<file path="src/rtl/seven_seg_pkg.sv">
// Shared segment patterns and scanner state encoding for the seven-segment display path.
// Patterns are a..g with a in bit 6, active-high.
package seven_seg_pkg;

   localparam logic [6:0] SEG_0     = 7'b1111110;
   localparam logic [6:0] SEG_1     = 7'b0110000;
   localparam logic [6:0] SEG_2     = 7'b1101101;
   localparam logic [6:0] SEG_3     = 7'b1111001;
   localparam logic [6:0] SEG_4     = 7'b0110011;
   localparam logic [6:0] SEG_5     = 7'b1011011;
   localparam logic [6:0] SEG_6     = 7'b1011111;
   localparam logic [6:0] SEG_7     = 7'b1110000;
   localparam logic [6:0] SEG_8     = 7'b1111111;
   localparam logic [6:0] SEG_9     = 7'b1110011;
   localparam logic [6:0] SEG_A     = 7'b1110111;
   localparam logic [6:0] SEG_B     = 7'b0011111;
   localparam logic [6:0] SEG_C     = 7'b1001110;
   localparam logic [6:0] SEG_D     = 7'b0111101;
   localparam logic [6:0] SEG_E     = 7'b1001111;
   localparam logic [6:0] SEG_F     = 7'b1000111;
   localparam logic [6:0] SEG_BLANK = 7'b0000000;

   typedef enum logic [1:0] {
      IDLE = 2'd0,
      GAP  = 2'd1,
      SHOW = 2'd2
   } state_e;

endpackage

</file>
<file path="src/rtl/hex_to_seven_seg.sv">
// Combinational hex nibble to seven-segment encoder; the exact inverse of the
// segment-to-value decoder used elsewhere in the datapath.
module hex_to_seven_seg
   import seven_seg_pkg::*;
(
   input  logic [3:0] nibble_i,
   output logic [6:0] seg_o
);

   always_comb begin
      case (nibble_i)
         4'h0:    seg_o = SEG_0;
         4'h1:    seg_o = SEG_1;
         4'h2:    seg_o = SEG_2;
         4'h3:    seg_o = SEG_3;
         4'h4:    seg_o = SEG_4;
         4'h5:    seg_o = SEG_5;
         4'h6:    seg_o = SEG_6;
         4'h7:    seg_o = SEG_7;
         4'h8:    seg_o = SEG_8;
         4'h9:    seg_o = SEG_9;
         4'hA:    seg_o = SEG_A;
         4'hB:    seg_o = SEG_B;
         4'hC:    seg_o = SEG_C;
         4'hD:    seg_o = SEG_D;
         4'hE:    seg_o = SEG_E;
         default: seg_o = SEG_F;
      endcase
   end

endmodule

</file>
<file path="src/rtl/seven_segment_scanner.sv">
// Time-multiplexed seven-segment scanner: round-robin digit slots with a blanking
// gap, frame-synchronous commit of loaded values and optional leading-zero blanking.
module seven_segment_scanner
   import seven_seg_pkg::*;
#(
   parameter int DIGITS      = 4,
   parameter int REFRESH_DIV = 1000,
   parameter int GAP_CYCLES  = 2
) (
   input  logic                  clk,
   input  logic                  rst_n,
   input  logic                  enable,
   input  logic                  load,
   input  logic [4*DIGITS-1:0]   value,
   input  logic                  lz_blank,
   output logic [6:0]            seg,
   output logic [DIGITS-1:0]     dig_en,
   output logic                  frame_done
);

   localparam int DW = (DIGITS > 1) ? $clog2(DIGITS) : 1;
   localparam int CW = $clog2(REFRESH_DIV);
   localparam logic [DW-1:0] LAST_DIGIT = DW'(DIGITS - 1);
   localparam logic [CW-1:0] LAST_CNT   = CW'(REFRESH_DIV - 1);
   localparam logic [CW-1:0] GAP_END    = CW'(GAP_CYCLES - 1);

   if (DIGITS < 1) begin : g_bad_digits
      $error("seven_segment_scanner: DIGITS must be >= 1");
   end
   if (REFRESH_DIV < 2) begin : g_bad_div
      $error("seven_segment_scanner: REFRESH_DIV must be >= 2");
   end
   if (GAP_CYCLES < 1 || GAP_CYCLES >= REFRESH_DIV) begin : g_bad_gap
      $error("seven_segment_scanner: GAP_CYCLES must be in 1..REFRESH_DIV-1");
   end

   state_e                state_q, state_d;
   logic [DW-1:0]         digit_q, digit_d;
   logic [CW-1:0]         cnt_q, cnt_d;
   logic [4*DIGITS-1:0]   shadow_q, shadow_d;
   logic [4*DIGITS-1:0]   active_q, active_d;
   logic                  pending_q, pending_d;
   logic [6:0]            seg_q, seg_d;
   logic [DIGITS-1:0]     dig_en_q, dig_en_d;
   logic                  frame_done_q, frame_done_d;

   logic                  frame_end;
   logic [3:0]            nibble;
   logic [6:0]            hex_seg;
   logic                  upper_nonzero;
   logic                  blank;

   // Slot sequencing: enable low always wins and parks the scanner in IDLE.
   always_comb begin
      // NOTE: every combinational output is given a default first so no latch is inferred.
      state_d   = state_q;
      digit_d   = digit_q;
      cnt_d     = cnt_q;
      frame_end = 1'b0;
      if (!enable) begin
         state_d = IDLE;
         digit_d = '0;
         cnt_d   = '0;
      end else begin
         case (state_q)
            IDLE: begin
               state_d = GAP;
               digit_d = '0;
               cnt_d   = '0;
            end
            GAP: begin
               cnt_d = cnt_q + CW'(1);
               if (cnt_q == GAP_END) state_d = SHOW;
            end
            SHOW: begin
               if (cnt_q == LAST_CNT) begin
                  cnt_d     = '0;
                  state_d   = GAP;
                  frame_end = (digit_q == LAST_DIGIT);
                  digit_d   = frame_end ? '0 : digit_q + DW'(1);
               end else begin
                  cnt_d = cnt_q + CW'(1);
               end
            end
            default: begin
               state_d = IDLE;
               digit_d = '0;
               cnt_d   = '0;
            end
         endcase
      end
   end

   always_comb begin
      shadow_d  = shadow_q;
      active_d  = active_q;
      pending_d = pending_q;
      if (load) begin
         shadow_d  = value;
         pending_d = 1'b1;
      end
      // A load landing on the commit cycle bypasses the shadow so it is not lost.
      if (frame_end) begin
         if (load)           active_d = value;
         else if (pending_q) active_d = shadow_q;
         pending_d = 1'b0;
      end
   end

   always_comb begin
      nibble        = 4'h0;
      upper_nonzero = 1'b0;
      for (int i = 0; i < DIGITS; i++) begin
         if (digit_q == DW'(i)) nibble = active_q[4*i +: 4];
         if (i >= int'(digit_q) && active_q[4*i +: 4] != 4'h0) upper_nonzero = 1'b1;
      end
      blank = lz_blank && (digit_q != '0) && !upper_nonzero;
   end

   hex_to_seven_seg u_hex_to_seven_seg (
      .nibble_i (nibble),
      .seg_o    (hex_seg)
   );

   always_comb begin
      seg_d        = SEG_BLANK;
      dig_en_d     = '0;
      frame_done_d = frame_end;
      if (enable && state_q == SHOW) begin
         seg_d = blank ? SEG_BLANK : hex_seg;
         for (int i = 0; i < DIGITS; i++) dig_en_d[i] = (digit_q == DW'(i));
      end
   end

   always_ff @(posedge clk or negedge rst_n) begin
      if (!rst_n) begin
         state_q      <= IDLE;
         digit_q      <= '0;
         cnt_q        <= '0;
         // NOTE: the value registers are reset too, so the display comes up blank and a reset drops the old value.
         shadow_q     <= '0;
         active_q     <= '0;
         pending_q    <= 1'b0;
         seg_q        <= SEG_BLANK;
         dig_en_q     <= '0;
         frame_done_q <= 1'b0;
      end else begin
         // NOTE: non-blocking assignments so every register samples the pre-edge values.
         state_q      <= state_d;
         digit_q      <= digit_d;
         cnt_q        <= cnt_d;
         shadow_q     <= shadow_d;
         active_q     <= active_d;
         pending_q    <= pending_d;
         seg_q        <= seg_d;
         dig_en_q     <= dig_en_d;
         frame_done_q <= frame_done_d;
      end
   end

   assign seg        = seg_q;
   assign dig_en     = dig_en_q;
   assign frame_done = frame_done_q;

endmodule

</file>
<file path="config.mk">
export PLATFORM = sky130hd
export DESIGN_NAME = seven_segment_scanner
export DESIGN_NICKNAME = d
export VERILOG_FILES = /design/src/rtl/seven_seg_pkg.sv /design/src/rtl/hex_to_seven_seg.sv /design/src/rtl/seven_segment_scanner.sv
export SDC_FILE = /design/constraint.sdc
export NUM_CORES = 1
export LEC_CHECK = 0
export CAP_MARGIN = 20
export CELL_PAD_IN_SITES_DETAIL_PLACEMENT = 0
export CELL_PAD_IN_SITES_GLOBAL_PLACEMENT = 2
export CORE_UTILIZATION = 40
export DETAILED_ROUTE_END_ITERATION = 12
export PLACE_DENSITY_LB_ADDON = 0.1
export SYNTH_ARGS = -nofsm -noshare
export SYNTH_HDL_FRONTEND = slang
export SYNTH_SLANG_ARGS = --single-unit
</file>
<file path="constraint.sdc">
create_clock -name clk -period 4.4 [get_ports clk]
set_input_delay 0.88 -clock clk [delete_from_list [all_inputs] [get_ports clk]]
set_output_delay 0.88 -clock clk [all_outputs]
set_load 0.1 [all_outputs]
</file>
==> results of run 1 <==
## power breakdown
group          total (W)  switching [W]  leakage (nW)  internal, W
combinational   0.000257       0.000170         0.647    0.0000871
sequential      0.000595      0.0000175         0.780     0.000578
clock           0.000558       0.000209         0.113     0.000349
## cells by family after synthesis
| family | share of synthesized area |
|---|---|
| DFF | 0.521 |
| muxes | 0.127 |
| buffers and inverters | 0.0296 |
| AOI/OAI and AO/OA | 0.0799 |
| and+or+nand+nor | 0.143 |
| adders and majority gates | 0.0750 |
| xor gates and xnor gates | 0.0247 |
## routing by layer
metal,vias up,wire [microns],part of all wire,global-route usage
li1,927,-,-,-
met1,930,2740,0.52,0.222
met2,33,2300,0.43,0.251
met3,10,163,0.031,0.0343
met4,0,96,0.018,0.0758
met5,-,0,0,0
## through the flow
stage,power (W),hold slack [ns],std cells,cell area [sq um]
floorplan,0.000784,0.453,239,2840
global placement,0.000865,0.475,361,3240
detailed placement,0.000867,0.482,361,3240
CTS,0.00143,0.491,377,3470
global route,0.00148,0.511,377,3470
finish,0.00141,0.490,377,3470
## cell usage in the layout, fill, tap and decap left out, types with 3 or more instances in the layout
cell type / n
nand4_1: 3
ha_1: 17
a221oi_1: 3
nor3_1: 4
nor2_1: 25
nand2_1: 15
xnor2_1: 3
a31oi_1: 3
mux2_2: 32
inv_1: 11
nand3b_1: 3
and3_1: 4
xor2_1: 5
dfrtp_1: 59
nand3_1: 7
a311oi_1: 3
clkdlybuf4s50_1: 31
o21ai_0: 3
clkbuf_8: 11
## worst register-to-register path, cell delays in order (launching register included)
cell and delay (ns):
dfrtp_1 0.44, inv_1 0.11, ha_1 0.27, nor2_1 0.41
o211ai_1 0.17, o221ai_1 0.24, inv_1 0.17, ha_1 0.26
nand2_1 0.11, o21ai_0 0.09, a221oi_1 0.27
## registers in the layout, indices dropped and copies added, names as in the netlist, 2 cells and up
signal	flops
active_q	16
digit_q	2
state_q	2
seg	7
dig_en	4
cnt_q	10
shadow_q	16
## worst min-delay path by stage
stage	startpoint	end	cells after the start
2_1_floorplan	cnt_q[0]	cnt_q[0]	1
3_3_place_gp	cnt_q[0]	cnt_q[0]	1
3_5_place_dp	cnt_q[0]	cnt_q[0]	1
4_1_cts	cnt_q[0]	cnt_q[0]	1
5_1_grt	shadow_q[5]	shadow_q[5]	1
6_report	cnt_q[0]	cnt_q[0]	1
## area by class of cell
class | instances | area (sq um)
fill | 651 | 3360
sequential | 59 | 1480
multi-input combinational | 161 | 1270
timing repair buffer | 34 | 330
clock buffer | 12 | 155
tap | 96 | 120
clock inverter | 4 | 72.6
inverter | 11 | 41.3
==> flow_metrics.py, run 1 <==
metrics = {
    "setup_path": {
        "crit_path_start_kind": "input pin",
        "arrival_ns": 2.93,
        "path_cells": "clkdlybuf4s50_1 > nand3_1 > nor3_4 > mux2_2",
        "max_stage_delay_ns": 0.72,
        "timing.rr.start": "digit_q[0]",
        "required_ns": 4.61,
        "cp-endpoint": "active_q[6]",
        "critPathCaptureType": "register",
        "crit_start": "enable",
        "path_class": "in2reg",
        "rr_endpoint": "seg[0]",
        "rr_worst_depth": 10,
        "cp.depth": 4,
        "crit_family": "simple AND/OR/NAND/NOR gates",
        "crit_slowest_cell": "clkdlybuf4s50_1",
        "ff2ff_setup_slack_ns": 1.76,
        "critPathMaxFanout": 16,
        "cp_num_buf_inv": 1,
    },
    "timing": {
        "maxSlewViolCount": 0,
        "slew_headroom": 0.352,
        "hold_viol": 0,
        "fin_crit_sh": 0.619,
        "setup_viol": 0,
        "max_clock_freq_ghz": 0.367,
        "fin_skew_ns": 0.00900,
        "timing.final.ws_setup_ns": 1.68,
        "worst_slew_pin_slew_ns": 0.970,
        "layout_min_cycle_time_ns": 2.72,
        "fin_tns_setup_ns": 0,
        "rsz0062_at_grt": "false",
    },
    "status": {
        "outcome": "completed",
    },
    "global_route": {
        "antenna_found_initial": 0,
        "grt_start_max_net_pins": 39,
        "grt_pass1_wl_mm": 9.35,
        "overflow": 0,
        "grt_pass1_vias": 1972,
        "track_usage": 0.163,
    },
    "route": {
        "wl_mm": 5.30,
        "ant_nets": 0,
        "vias": 1900,
        "wire_per_inst_microns": 14.1,
        "vias_per_cell": 5.04,
        "dr.pass1.iters": 4,
        "drt_iter0_markers": 98,
        "drc": 0,
    },
    "floorplan": {
        "die_w_microns": 86.2,
        "core_sq_um": 6830,
        "io_pins": 33,
        "initial_core_util": 0.415,
        "dieArea_sq_um": 7430,
        "fp.dieH_microns": 86.2,
        "rows": 30,
    },
    "clocking": {
        "clock_latency_ns": 0.33,
        "cts_tree": "done",
        "clk_pin_slew_ns": 0.06,
        "cts_sinks": 59,
        "numCtsBuffers": 9,
        "clockBufferDepth": 2,
        "clockRootBuffer": "clkbuf_8",
        "ctsHoldBuffers": 0,
        "htreeDepth": 3,
        "cts_resized": 0,
        "postCtsSetupBuffers": 0,
    },
    "placement": {
        "dp_slack_ns": 1.28,
        "place_congestion": 0.741,
        "portBuffers": 32,
        "hpwl_mm": 3.84,
    },
    "synthesis": {
        "yosys_warnings": 0,
        "async_flop_share": 1.00,
        "syn_area_sq_um": 2840,
        "synth.distinct_cells": 42,
        "synth_top_area_cell": "dfrtp_1",
        "synthFlopType": "dfrtp_1",
        "synth_area_per_cell_sq_um": 11.9,
        "syn-num-nets": 277,
        "synth-edff-count": 0,
        "yosys-top-cells-count": "dfrtp_1, mux2_2, nor2_1",
        "synth_top_area_frac": 0.521,
        "ys_seq_area_frac": 0.521,
        "yosys_register_bits": 59,
        "synth_area_leaders": "dfrtp_1, mux2_2, ha_1, nor2_1, nand2_1",
        "synthCells": 239,
        "post-synth-top-count-cell": "dfrtp_1",
    },
    "cells_and_area": {
        "diodes": 0,
        "utilization": 0.508,
        "nets": 314,
        "drive_gt1_frac": 0.210,
        "area_delta_synth_final_pct": 22.4,
    },
    "job": {
        "cap_violations": 0,
    },
    "pwr": {
        "p_per_area_nw_per_um2": 407,
        "max-vdd-ir-drop_v": 0.000162,
        "p_leak_nw": 1.54,
    },
    "worst_hold_path": {
        "hold_path.class": "reg2reg",
    },
}
Note: power is estimated with default switching activity, not from simulation.
==> run 2: changes to the inputs <==
CORE_UTILIZATION = 37   (was 40)
clock period = 2.7 ns   (was 4.4 ns; I/O delays follow)
==> flow_metrics.py, run 2 (synthesis results as in run 1) <==
metrics = {
    "setup_path": {
        "required_ns": 2.94,
        "arrival_ns": 2.67,
        "crit_family": "compound AO/OA/AOI/OAI gates",
        "cp_num_buf_inv": 1,
        "critPathCaptureType": "register",
        "crit_slowest_cell": "dfrtp_1",
        "rr_worst_depth": 8,
        "ff2ff_setup_slack_ns": 0.26,
        "path_cells": "ha_1 > nand2b_1 > o221ai_1 > inv_1 > ha_1 > nand2_1 > o21ai_0 > a221oi_1",
        "critPathMaxFanout": 9,
        "crit_path_start_kind": "register",
        "rr_endpoint": "seg[0]",
        "timing.rr.start": "digit_q[0]",
        "max_stage_delay_ns": 0.44,
        "path_class": "reg2reg",
        "crit_top_cell": "ha_1",
        "cp.depth": 8,
    },
    "timing": {
        "layout_min_cycle_time_ns": 2.44,
        "fin_skew_ns": 0.0108,
        "max_clock_freq_ghz": 0.411,
        "hold_ws_ns": 0.186,
        "fin_tns_setup_ns": 0,
        "worst_slew_pin_slew_ns": 0.626,
        "slew_headroom": 0.583,
        "fin_crit_sh": 0.902,
        "setup_viol": 0,
        "maxSlewViolCount": 0,
        "rsz0062_at_grt": "false",
        "hold_viol": 0,
    },
    "cells_and_area": {
        "area_delta_synth_final_pct": 21.7,
        "nets": 318,
        "final.fill_count": 681,
        "final_cell_mix": "dfrtp_1, mux2_2, nor2_1, clkdlybuf4s50_1",
        "layout_commonest_cell": "dfrtp_1",
        "reg_top3": "active_q x16, shadow_q x16, cnt_q x10",
        "drive_gt1_frac": 0.270,
        "diodes": 0,
    },
    "clocking": {
        "clock_latency_ns": 0.34,
        "numCtsBuffers": 9,
        "htreeDepth": 3,
        "cts_sinks": 59,
        "cts_tree": "done",
        "clockBufferDepth": 2,
        "postCtsSetupBuffers": 0,
        "clockRootBuffer": "clkbuf_8",
        "clk_pin_slew_ns": 0.07,
    },
    "status": {
        "outcome": "completed",
    },
    "job": {
        "cap_violations": 0,
    },
    "route": {
        "dr.pass1.iters": 4,
        "vias": 1908,
        "drc": 0,
        "wire_per_inst_microns": 14.2,
        "vias_per_cell": 4.97,
        "ant_nets": 0,
        "wl_mm": 5.47,
        "drt_iter0_markers": 71,
    },
    "global_route": {
        "track_usage": 0.158,
        "grt_pass1_wl_mm": 9.21,
        "antenna_found_initial": 0,
        "grt_pass1_vias": 1933,
        "overflow": 0,
        "grt_start_max_net_pins": 36,
    },
    "floorplan": {
        "die_w_microns": 89.5,
        "dieArea_sq_um": 8020,
        "io_pins": 33,
        "initial_core_util": 0.387,
        "core_sq_um": 7330,
        "fp.dieH_microns": 89.5,
        "rows": 31,
    },
    "placement": {
        "hpwl_mm": 3.96,
        "portBuffers": 32,
        "place_congestion": 0.771,
    },
    "pwr": {
        "power_frac_clock": 0.350,
        "p_leak_nw": 1.57,
        "switching_share": 0.314,
        "p_seq_frac": 0.454,
        "p_sw_w": 0.000671,
        "p_int_w": 0.00147,
        "max-vdd-ir-drop_v": 0.000273,
        "p_per_area_nw_per_um2": 620,
        "p_comb_frac": 0.196,
    },
    "worst_hold_path": {
        "hold_path.class": "in2async",
    },
}
run 2: cell types whose count changed in the layout (fill, tap and decap cells not counted), sizes merged:
cell,before,now
clkinvlp,1,2
clkdlybuf4s50,31,19
clkbuf,12,11
buf,3,19
bufinv,2,0
clkinv,1,3
run 2: worst max path at each step:
stage,slack [ns],endpoint,startpoint
2_1_floorplan,0.52,seg[0],digit_q[0]
3_3_place_gp,0.29,seg[5],lz_blank
3_5_place_dp,0.20,seg[0],digit_q[0]
4_1_cts,0.17,seg[0],digit_q[0]
5_1_grt,0.04,seg[1],digit_q[0]
6_report,0.26,seg[0],digit_q[0]
run 2: area by class of cell:
class                   instances  area, sq um  area share
flip-flops and latches         59         1480       0.428
multi-input cells             161         1280       0.370
repair buffers                 38          343      0.0993
clock buffers                  11          151      0.0439
well taps                      99          124      0.0359
inverters                      11         41.3      0.0120
clock inverters                 5         37.5      0.0109
run 2: layer usage:
metal / track usage / routed length [microns]
met1: 0.215 / 2790
met2: 0.231 / 2390
met3: 0.0332 / 168
met4: 0.0938 / 111
met5: 0 / 0
run 2: metrics by stage:
stage               worst slack (ns)  instances  instance area, sq um  utilization  total power, W
CTS                            0.173        384                  3450        0.470         0.00217
finish                         0.265        384                  3450        0.471         0.00214
global route                  0.0363        384                  3450        0.471         0.00226
floorplan                      0.517        239                  2840            -         0.00128
global placement               0.289        368                  3260        0.445         0.00142
detailed placement             0.200        368                  3260        0.445         0.00141
run 2: power by group through the flow:
| stage | sequential, W | clock, W | combinational (W) |
|---|---|---|---|
| 2_1_floorplan | 0.00110 | 0 | 0.000175 |
| 3_3_place_gp | 0.000987 | 0 | 0.000428 |
| 3_5_place_dp | 0.000988 | 0 | 0.000425 |
| 4_1_cts | 0.000971 | 0.000775 | 0.000426 |
| 5_1_grt | 0.000979 | 0.000814 | 0.000467 |
| 6_report | 0.000971 | 0.000748 | 0.000420 |
run 2: what timing repair did:
action,in CTS,in global routing
gates resized for setup,0,1
setup endpoints to repair,0,3
hold buffers,0,0
